===== config.mk =====
export PLATFORM = sky130hd
export DESIGN_NAME = ser_add
export DESIGN_NICKNAME = d
export VERILOG_FILES = /design/src/rtl/ser_add_pkg.sv /design/src/rtl/ser_add_add2b.sv /design/src/rtl/ser_add_fac.sv /design/src/rtl/ser_add.sv
export SDC_FILE = /design/constraint.sdc
export NUM_CORES = 1
export LEC_CHECK = 0
export BUFFER_PORTS_ARGS = -buffer_cell sky130_fd_sc_hd__buf_2
export CAP_MARGIN = 15
export CELL_PAD_IN_SITES_DETAIL_PLACEMENT = 2
export CELL_PAD_IN_SITES_GLOBAL_PLACEMENT = 2
export CORE_UTILIZATION = 36
export CTS_BUF_LIST = sky130_fd_sc_hd__clkbuf_16
export DETAILED_ROUTE_END_ITERATION = 12
export PLACE_DENSITY = 0.8
export SKIP_LAST_GASP = 1
export SYNTH_ARGS = -nofsm -noshare
export SYNTH_HDL_FRONTEND = slang
export SYNTH_HIERARCHICAL = 1
export SYNTH_SLANG_ARGS = --single-unit

===== constraint.sdc =====
create_clock -name clk -period 2.3 [get_ports clk]
set_input_delay 0.575 -clock clk [delete_from_list [all_inputs] [get_ports clk]]
set_output_delay 0.575 -clock clk [all_outputs]
set_load 0.01 [all_outputs]

===== src/rtl/ser_add_pkg.sv =====
// Shared helpers for the serial adder slice: sizing of the pair counter.
package ser_add_pkg;

    // Pair counter needs to index W/2 pairs but is never narrower than one bit.
    function automatic int pair_cnt_w(input int w);
        return (w / 2 <= 1) ? 1 : $clog2(w / 2);
    endfunction

endpackage


===== src/rtl/ser_add_add2b.sv =====
// Two-bit ripple full-adder slice built from two fac cells.
module add2b (
    input  logic [1:0] a,
    input  logic [1:0] b,
    input  logic       ci,
    output logic [1:0] s,
    output logic       co
);

    logic c1;

    fac u_fac0 (.a(a[0]), .b(b[0]), .ci(ci), .s(s[0]), .co(c1));
    fac u_fac1 (.a(a[1]), .b(b[1]), .ci(c1), .s(s[1]), .co(co));

endmodule


===== src/rtl/ser_add_fac.sv =====
// Single-bit full adder cell.
module fac (
    input  logic a,
    input  logic b,
    input  logic ci,
    output logic s,
    output logic co
);

    assign s  = a ^ b ^ ci;
    assign co = (a & b) | (a & ci) | (b & ci);

endmodule


===== src/rtl/ser_add.sv =====
// Serial adder: {co,sum} = x + y + ci, two bits per cycle through one add2b slice.
module ser_add
    import ser_add_pkg::*;
#(
    parameter int W = 8
) (
    input  logic         clk,
    input  logic         rst_b,
    input  logic         start,
    input  logic [W-1:0] x,
    input  logic [W-1:0] y,
    input  logic         ci,
    output logic         busy,
    output logic         done,
    output logic [W-1:0] sum,
    output logic         co
);

    typedef enum logic [1:0] {
        IDLE = 2'b00,
        RUN  = 2'b01,
        DONE = 2'b10
    } state_t;

    localparam int            CW   = pair_cnt_w(W);
    localparam logic [CW-1:0] LAST = CW'(W / 2 - 1);

    state_t        state;
    logic [W-1:0]  xs;
    logic [W-1:0]  ys;
    logic          c;
    logic [CW-1:0] cnt;
    logic [1:0]    slice_sum;
    logic          slice_co;

    add2b u_slice (
        .a (xs[1:0]),
        .b (ys[1:0]),
        .ci(c),
        .s (slice_sum),
        .co(slice_co)
    );

    // Each RUN edge retires one operand pair; the result fills sum from the top
    // so the LSB pair ends up at the bottom after the last pair.
    always_ff @(posedge clk or negedge rst_b) begin
        if (!rst_b) begin
            state <= IDLE;
            busy  <= 1'b0;
            done  <= 1'b0;
            sum   <= '0;
            co    <= 1'b0;
            xs    <= '0;
            ys    <= '0;
            c     <= 1'b0;
            cnt   <= '0;
        end else begin
            case (state)
                IDLE: begin
                    if (start) begin
                        xs    <= x;
                        ys    <= y;
                        c     <= ci;
                        cnt   <= '0;
                        busy  <= 1'b1;
                        state <= RUN;
                    end
                end
                RUN: begin
                    sum <= (sum >> 2) | (W'(slice_sum) << (W - 2));
                    xs  <= xs >> 2;
                    ys  <= ys >> 2;
                    c   <= slice_co;
                    cnt <= cnt + 1'b1;
                    if (cnt == LAST) begin
                        co    <= slice_co;
                        done  <= 1'b1;
                        state <= DONE;
                    end
                end
                DONE: begin
                    done  <= 1'b0;
                    busy  <= 1'b0;
                    state <= IDLE;
                end
                default: begin
                    done  <= 1'b0;
                    busy  <= 1'b0;
                    state <= IDLE;
                end
            endcase
        end
    end

endmodule


==> results of run 1 <==
-- worst max-delay path: stages, from the launching register on --
cell and delay, ns:
dfrtp_1 0.40, fa_1 0.45, fa_1 0.43, mux2_1 0.29
-- logic make-up (layout without fill, tap and decap cells) --
kind of cell               after synthesis  count (layout)  share of synthesized area [%]
adders and majority gates                3               3                           3.39
muxes                                   10              10                           7.18
buffers and inverters                   21              53                           6.61
DFF                                     32              32                           51.6
and+or+nand+nor                         31              31                           16.5
AOI/OAI and AO/OA                       23              23                           14.8
-- state kept, by name, summed over array words and instances, names as in the netlist --
name   cells
xs         8
state      2
busy       1
sum        8
ys         8
c          1
done       1
co         1
cnt        2
-- power by group through the flow --
| stage | Clock [mW] | Combinational (mW) | Sequential (mW) |
|---|---|---|---|
| 2_1_floorplan | 0 | 0.850 | 1.03 |
| 3_3_place_gp | 0 | 1.11 | 1.03 |
| 3_5_place_dp | 0 | 1.16 | 1.06 |
| 4_1_cts | 0.625 | 1.17 | 1.05 |
| 5_1_grt | 0.647 | 1.27 | 1.09 |
| 6_report | 0.608 | 1.14 | 1.05 |
-- final cells by class --
class,instances,area [sq um],area share (%)
inverter,11,41.3,2.21
tap,50,62.6,3.35
clock inverter,3,11.3,0.602
clock buffer,5,125,6.69
sequential,32,801,42.8
timing repair buffer,34,180,9.64
multi-input combinational,67,648,34.7
-- layout by cell type, fill, tap and decap left out, types with 4 or more instances in the layout --
cell	instances
a211oi_2	7
or4b_1	4
mux2_2	7
dfrtp_1	32
nor4b_1	9
buf_2	30
buf_4	4
nor3b_1	9
inv_1	13
clkbuf_16	5
o221a_2	4
-- how the worst max path moves through the flow --
stage          slack [ns]  cells after the start     end
2_1_floorplan        0.67                      3  sum[7]
3_3_place_gp         0.65                      3  sum[7]
3_5_place_dp         0.61                      3  sum[7]
4_1_cts              0.61                      3  sum[7]
5_1_grt              0.56                      3  sum[7]
6_report             0.62                      3  sum[7]
-- layer usage --
metal / up-vias / track usage, % / routed length (microns)
met5: - / 0 / 0
met4: 0 / 7.18 / 53
met3: 7 / 5.57 / 157
met2: 23 / 30.4 / 1740
met1: 554 / 20.8 / 1550
li1: 506 / - / -
==> impl_metrics.toml, run 1 <==
[placed_design]
dpl_cell_area_sq_um = 1730
hpwlAfterDp_microns = 2360
port_buffers = 30
globalplace.congestion = 0.697
dp.cells = 194
post-place-ws_ns = 0.615

[cts]
postCtsSetupBuffers = 0
cts_resized = 0
numCtsBuffers = 5
clock-sinks = 32
path_clk_slew_ns = 0.05
hold_buffers = 0
clock_path_buffers = 2
cts-htree-levels = 2
clk_latency_ns = 0.27
cts-root-buf = "clkbuf_16"
cts_tree = "built"

[critical_path]
crit_path_start = "xs[0]"
r2r_cells = 3
r2r-start = "xs[0]"
rrSetupSlack_ns = 0.62
critPathKind = "register to register"
cp.arrival_ns = 1.84
reg2reg_to = "sum[7]"
required_ns = 2.46
end_kind = "register"
crit_fanout = 2
start_kind = "register"

[global_route]
antenna_found_initial = 0
grt_pass1_vias = 1166
grt_usage_pct = 17.9
grt_pass1_wl_microns = 5750
grt_max_degree = 33
grt.overflow.total = 0

[pwr]
switching_share_pct = 35.5
powerDensity_nw_per_um2 = 1490
seqPwrFrac_pct = 37.4
internal_power_mw = 1.80
p_total_mw = 2.79
leakagePower_nw = 0.861
p_clk_share_pct = 21.8
peakVddDrop_v = 0.000558
netSwitchingPower_uw = 990
p_comb_share_pct = 40.8

[timing]
slew_violations = 0
slew_headroom_pct = 51.3
grt_setup_unrepaired = "false"
clock.fmax_mhz = 595
skew_ns = 0.00351
hold_viol = 0
setup_ws_ns = 0.618
tightest_slew_ns = 0.731
finalSetupViolCount = 0
fin_crit_ns = 1.68
finalSetupTns_ns = 0
fin_crit_sh_pct = 73.1
whs_ns = 0.362

[layout]
design_area_sq_um = 1870
utilization_pct = 46.1
insertedDiodeCount = 0
area_growth_pct = 20.5
nNetsFinal = 174
drive_gt1_share_pct = 39.5
fill_cells = 426
final_cells = 202

[route]
wl_microns = 3510
drt_pre_antenna_iters = 3
drt_iter0_drc = 17
via_per_inst = 5.40
drc = 0
via_count = 1090
wl_per_cell_microns = 17.4
drt.antenna.violating_nets = 0

[die]
die_area_sq_um = 4580
coreArea_sq_um = 4060
die_w_microns = 67.7
initial_core_util_pct = 38.2
rows = 23
io_pins = 31
die_h_microns = 67.7

[synthesis]
synth_area_leaders = "dfrtp_1 (52%), a211oi_2 (5.6%), mux2_2 (5.1%), nor4b_1 (5.1%), nor3b_1 (4.4%)"
synth_top_area_cell = "dfrtp_1"
syn_inst = 120
ys_types = 29
ys_seq_area_share_pct = 51.6
ys_ff_latch = 32
synth_common_cells = "dfrtp_1 (32), inv_1 (11), nor3b_1 (9), nor4b_1 (9)"
ys_async_sr_fraction_pct = 100
synth_edf_count = 0
yosys.cell_count.top_type = "dfrtp_1"
synth_area_sq_um = 1550
syn-num-nets = 143
synth_area_per_cell_sq_um = 12.9
synth_warnings = 6
yosysTopAreaCellShare_pct = 51.6
synthFlopType = "dfrtp_1"

[outcome]
outcome = "completed"

[hold_path]
min_path_type = "input port to async pin"

[run]
max_cap_violations = 0
No activity file was read; power rests on OpenSTA's default activity.
==> run 2, diff against run 1 <==
--- a/config.mk
+++ b/config.mk
@@ -5,14 +5,15 @@
 export SDC_FILE = /design/constraint.sdc
 export NUM_CORES = 1
 export LEC_CHECK = 0
+export ABC_AREA = 1
 export BUFFER_PORTS_ARGS = -buffer_cell sky130_fd_sc_hd__buf_2
 export CAP_MARGIN = 15
 export CELL_PAD_IN_SITES_DETAIL_PLACEMENT = 2
 export CELL_PAD_IN_SITES_GLOBAL_PLACEMENT = 2
-export CORE_UTILIZATION = 36
+export CORE_UTILIZATION = 28
 export CTS_BUF_LIST = sky130_fd_sc_hd__clkbuf_16
 export DETAILED_ROUTE_END_ITERATION = 12
-export PLACE_DENSITY = 0.8
+export PLACE_DENSITY = 0.76
 export SKIP_LAST_GASP = 1
 export SYNTH_ARGS = -nofsm -noshare
 export SYNTH_HDL_FRONTEND = slang
==> constraint.sdc (replaced) <==
create_clock -name clk -period 1.5 [get_ports clk]
set_input_delay 0.375 -clock clk [delete_from_list [all_inputs] [get_ports clk]]
set_output_delay 0.375 -clock clk [all_outputs]
set_load 0.01 [all_outputs]
==> impl_metrics.toml, run 2 <==
[die]
initial_core_util_pct = 29.9
rows = 25
die_w_microns = 74.2
die_h_microns = 74.2
die_area_sq_um = 5510
coreArea_sq_um = 4880
io_pins = 31

[critical_path]
required_ns = 1.71
start_kind = "register"
reg2reg_to = "sum[7]"
critPathKind = "register to register"
crit_fanout = 2
cp.buffers_inverters = 0
r2r-start = "c"
cp.arrival_ns = 1.71
slowest_delay_ns = 0.52
r2r_cells = 4
cpLargestDelayFamily = "adder cells"
path_cells = "fa_2 > fa_2 > nand2_1 > nand2_1"
cp_slowest_cell = "fa_2"
rrSetupSlack_ns = 0.002
end_kind = "register"

[timing]
grt_setup_unrepaired = "true"
hold_viol = 0
fin_crit_ns = 1.50
tightest_slew_ns = 0.443
skew_ns = 0.00246
slew_headroom_pct = 70.4
clock.fmax_mhz = 667
fin_crit_sh_pct = 99.9
finalSetupViolCount = 0
slew_violations = 0

[global_route]
grt_pass1_wl_microns = 6870
grtUsageMet3_pct = 4.88
grt.overflow.total = 0
antenna_found_initial = 0
grt_pass1_vias = 1415
grt_max_degree = 33
grt_util_met2_pct = 30.2
grtUsageMet1_pct = 20.0
grt_usage_pct = 17.1
grt.busiest_layer = "met2"

[cts]
numCtsBuffers = 5
hold_buffers = 0
clock_path_buffers = 2
cts_tree = "built"
clk_latency_ns = 0.28
cts-htree-levels = 2
path_clk_slew_ns = 0.05
clock-sinks = 32
cts-root-buf = "clkbuf_16"
postCtsSetupBuffers = 0

[synthesis]
ys_ff_latch = 32
synth_warnings = 6
synth_area_leaders = "dfrtp_1 (55%), nand2_1 (25%), nand3_1 (5.8%), fa_1 (2.7%), o21ai_0 (2.7%)"
yosys.cell_count.top_type = "nand2_1"
synth_top_area_cell = "dfrtp_1"
synth_area_per_cell_sq_um = 8.25
yosysTopAreaCellShare_pct = 54.8
ys_seq_area_share_pct = 54.8
ys_async_sr_fraction_pct = 100
syn-num-nets = 200
ys_types = 15
synth_edf_count = 0
synth_area_sq_um = 1460
synthFlopType = "dfrtp_1"
synth_common_cells = "nand2_1 (98), dfrtp_1 (32), nand3_1 (17), o21ai_0 (8)"
syn_inst = 177

[route]
drc = 0
via_count = 1294
drt_pre_antenna_iters = 4
drt.antenna.violating_nets = 0
via_per_inst = 4.65
wl_microns = 4070
drt_iter0_drc = 45
wl_per_cell_microns = 14.7

[pwr]
powerDensity_nw_per_um2 = 2250
leakagePower_nw = 1.01
p_clk_share_pct = 23.1
netSwitchingPower_mw = 1.67
internal_power_mw = 2.41
seqPwrFrac_pct = 37.0
p_comb_share_pct = 39.8
peakVddDrop_v = 0.000783
switching_share_pct = 40.9
p_total_mw = 4.08

[layout]
final_cells = 278
nNetsFinal = 234
layout_commonest_cell = "nand2_1"
largestRegisters = "sum x8, xs x8, ys x8"
drive_gt1_share_pct = 22.7
fill_cells = 586
insertedDiodeCount = 0
area_growth_pct = 24.1
layout_common_cells = "nand2_1 (98), dfrtp_1 (32), buf_2 (30)"

[placed_design]
hpwlAfterDp_microns = 2920
dp.cells = 271
globalplace.congestion = 0.758
port_buffers = 30

[hold_path]
min_path_type = "input port to async pin"

[run]
max_cap_violations = 0

[outcome]
outcome = "completed"
==> run 2: cell families after synthesis <==
kind of cell	share of synthesized area [%]
flops	54.8
compound gates	3.34
fa+ha+maj	3.60
simple gates	32.5
buf+inv	5.74
==> run 2: repair_timing <==
action | CTS | global route
gates resized for setup | 1 | 0
setup endpoints to repair | 2 | 2
pin swaps | 1 | 0
==> run 2: worst max path at each step <==
| stage | slack, ns | cells past startpoint | end | from |
|---|---|---|---|---|
| 6_report | 0.002 | 4 | sum[7] | c |
| 5_1_grt | -0.06 | 6 | c | c |
| 4_1_cts | -0.01 | 4 | sum[7] | c |
| 3_5_place_dp | -0.06 | 4 | sum[7] | xs[0] |
| 3_3_place_gp | -0.01 | 6 | c | xs[0] |
| 2_1_floorplan | 0.01 | 4 | sum[7] | xs[0] |
==> run 2: final cells by class <==
class	count	area, sq um	area share (%)
Multi-Input combinational cell	130	581	32.0
Timing Repair Buffer	35	188	10.4
Clock buffer	5	125	6.91
Inverter	7	26.3	1.45
Tap cell	67	83.8	4.63
Sequential cell	32	801	44.2
Clock inverter	2	7.51	0.414
==> run 2: power by group through the flow <==
| stage | Clock (mW) | Combinational (mW) | Sequential, mW |
|---|---|---|---|
| floorplan | 0 | 1.12 | 1.51 |
| global placement | 0 | 1.55 | 1.49 |
| detailed placement | 0 | 1.66 | 1.52 |
| CTS | 0.975 | 1.69 | 1.52 |
| global route | 1.01 | 1.87 | 1.56 |
| finish | 0.943 | 1.62 | 1.51 |
==> run 2: stage by stage <==
| step | setup WS, ns | hold WS [ns] | TNS (ns) | util, % | instance area [sq um] |
|---|---|---|---|---|---|
| after CTS | -0.0117 | 0.138 | -0.0158 | 37.1 | 1810 |
| after global placement | -0.0143 | 0.423 | -0.0258 | 34.4 | 1680 |
| after global routing | -0.0583 | 0.155 | -0.0925 | 37.1 | 1810 |
| after floorplan | 0.0129 | 0.0794 | 0 | - | 1460 |
| final | 0.00156 | 0.118 | 0 | 37.1 | 1810 |
| after detailed placement | -0.0630 | 0.432 | -0.113 | 34.4 | 1680 |
==> run 2: per-layer routing <==
layer / vias up / wire length, microns
met5: - / 0
met4: 0 / 52
met3: 6 / 142
met2: 23 / 2120
met1: 649 / 1760
li1: 616 / -
==> run 3, diff against run 2 <==
--- a/config.mk
+++ b/config.mk
@@ -14,6 +14,7 @@
 export CTS_BUF_LIST = sky130_fd_sc_hd__clkbuf_16
 export DETAILED_ROUTE_END_ITERATION = 12
 export PLACE_DENSITY = 0.76
+export SKIP_CTS_REPAIR_TIMING = 1
 export SKIP_LAST_GASP = 1
 export SYNTH_ARGS = -nofsm -noshare
 export SYNTH_HDL_FRONTEND = slang
==> constraint.sdc (replaced) <==
create_clock -name clk -period 1.35 [get_ports clk]
set_input_delay 0.3375 -clock clk [delete_from_list [all_inputs] [get_ports clk]]
set_output_delay 0.3375 -clock clk [all_outputs]
set_load 0.01 [all_outputs]
==> impl_metrics.toml, run 3 (same netlist as run 2, synthesis figures left out) <==
[critical_path]
start_kind = "register"
critPathKind = "register to register"
required_ns = 1.51
crit_fanout = 2
end_kind = "register"
cp.arrival_ns = 1.70

[timing]
hold_viol = 0
setup_ws_ns = -0.183
slew_violations = 0
fin_crit_ns = 1.53
whs_ns = 0.0859
skew_ns = 0.00250
clock.fmax_mhz = 652
grt_setup_unrepaired = "true"
tightest_slew_ns = 0.424
fin_crit_sh_pct = 114
finalSetupViolCount = 3
slew_headroom_pct = 71.7

[cts]
clock-sinks = 32
clk_latency_ns = 0.28
cts-root-buf = "clkbuf_16"
cts_tree = "built"
path_clk_slew_ns = 0.05
clock_path_buffers = 2
cts-htree-levels = 2
numCtsBuffers = 5

[route]
wl_microns = 4290
drc = 0
wl_per_cell_microns = 15.1
wl_met3_microns = 155
drt_iter0_drc = 43
via_per_inst = 4.56
met2_length_microns = 2240
route.top_layer_used = "met4"
via_count = 1295
drt-met1-wl_microns = 1840
drt.antenna.violating_nets = 0
drt_pre_antenna_iters = 4

[outcome]
violations = "negative setup slack"
outcome = "finished with violations"

[die]
die_area_sq_um = 5510
die_w_microns = 74.2
initial_core_util_pct = 29.9
coreArea_sq_um = 4880
io_pins = 31
rows = 25
die_h_microns = 74.2

[global_route]
grt_max_degree = 33
grt_pass1_vias = 1446
grt_pass1_wl_microns = 7450
grt.overflow.total = 0
antenna_found_initial = 0
grt_usage_pct = 18.6

[placed_design]
dpl_cell_area_sq_um = 1700
port_buffers = 30
hpwlAfterDp_microns = 3080
globalplace.congestion = 0.789

[layout]
layout_commonest_cell = "nand2_1"
fill_cells = 593
regArea_sq_um = 801
layout_common_cells = "nand2_1 (98), dfrtp_1 (32), buf_2 (30)"
area_growth_pct = 28.7
largestRegisters = "sum x8, xs x8, ys x8"
multiInputGateArea_sq_um = 581
nNetsFinal = 239
drive_gt1_share_pct = 24.9
insertedDiodeCount = 0
design_area_sq_um = 1880
utilization_pct = 38.5

[run]
max_cap_violations = 0

[pwr]
leakagePower_nw = 1.05
p_total_mw = 4.87
powerDensity_nw_per_um2 = 2590
peakVddDrop_v = 0.000853

[hold_path]
min_path_type = "input port to async pin"
run 3: changes by cell type in the layout (fill, tap and decap cells not counted), sizes merged:
| cell | delta |
|---|---|
| buf | +5 |
| bufinv | +1 |
run 3: final cells by class:
type	instances	area share, %
clock buffers	5	6.66
clock inverters	3	2.00
inverters	7	1.40
multi-input cells	130	30.9
flip-flops and latches	32	42.6
well taps	67	4.46
repair buffers	40	12.0
run 3: power by group:
| part | total [mW] | internal (mW) | switching (mW) |
|---|---|---|---|
| logic | 1.92 | 0.716 | 1.21 |
| registers | 1.69 | 1.38 | 0.302 |
| clock network | 1.26 | 0.856 | 0.401 |
run 3: through the flow:
step / worst slack [ns] / instances / TNS (ns)
finish: -0.183 / 284 / -0.368
global route: -0.253 / 284 / -0.495
CTS: -0.197 / 282 / -0.404
detailed placement: -0.149 / 274 / -0.326
global placement: -0.110 / 274 / -0.210
floorplan: -0.0895 / 177 / -0.167
run 3: critical path, cell delays in order (launching register included):
cell and delay [ns]:
dfrtp_1 0.41, fa_2 0.40, fa_2 0.34, nand3_1 0.09, nand2_1 0.06, nand2_1 0.06, nand2_1 0.05
run 3: worst paths after layout:
path | start | to | slack [ns] | cells past startpoint
setup / recovery | c | c | -0.18 | 6
hold / removal | rst_b | sum[1] | 0.09 | 2
setup reg to reg | c | c | -0.18 | 6
hold reg to reg | ys[7] | ys[7] | 0.48 | 2
max in group asynchronous | rst_b | ys[7] | 0.96 | 2
min in group clk | x[6] | xs[6] | 0.30 | 3
run 3: metal layers:
layer	GRT usage (%)	up-vias
li1	-	624
met1	22.7	638
met2	31.7	27
met3	4.20	6
met4	7.55	0
met5	0	-
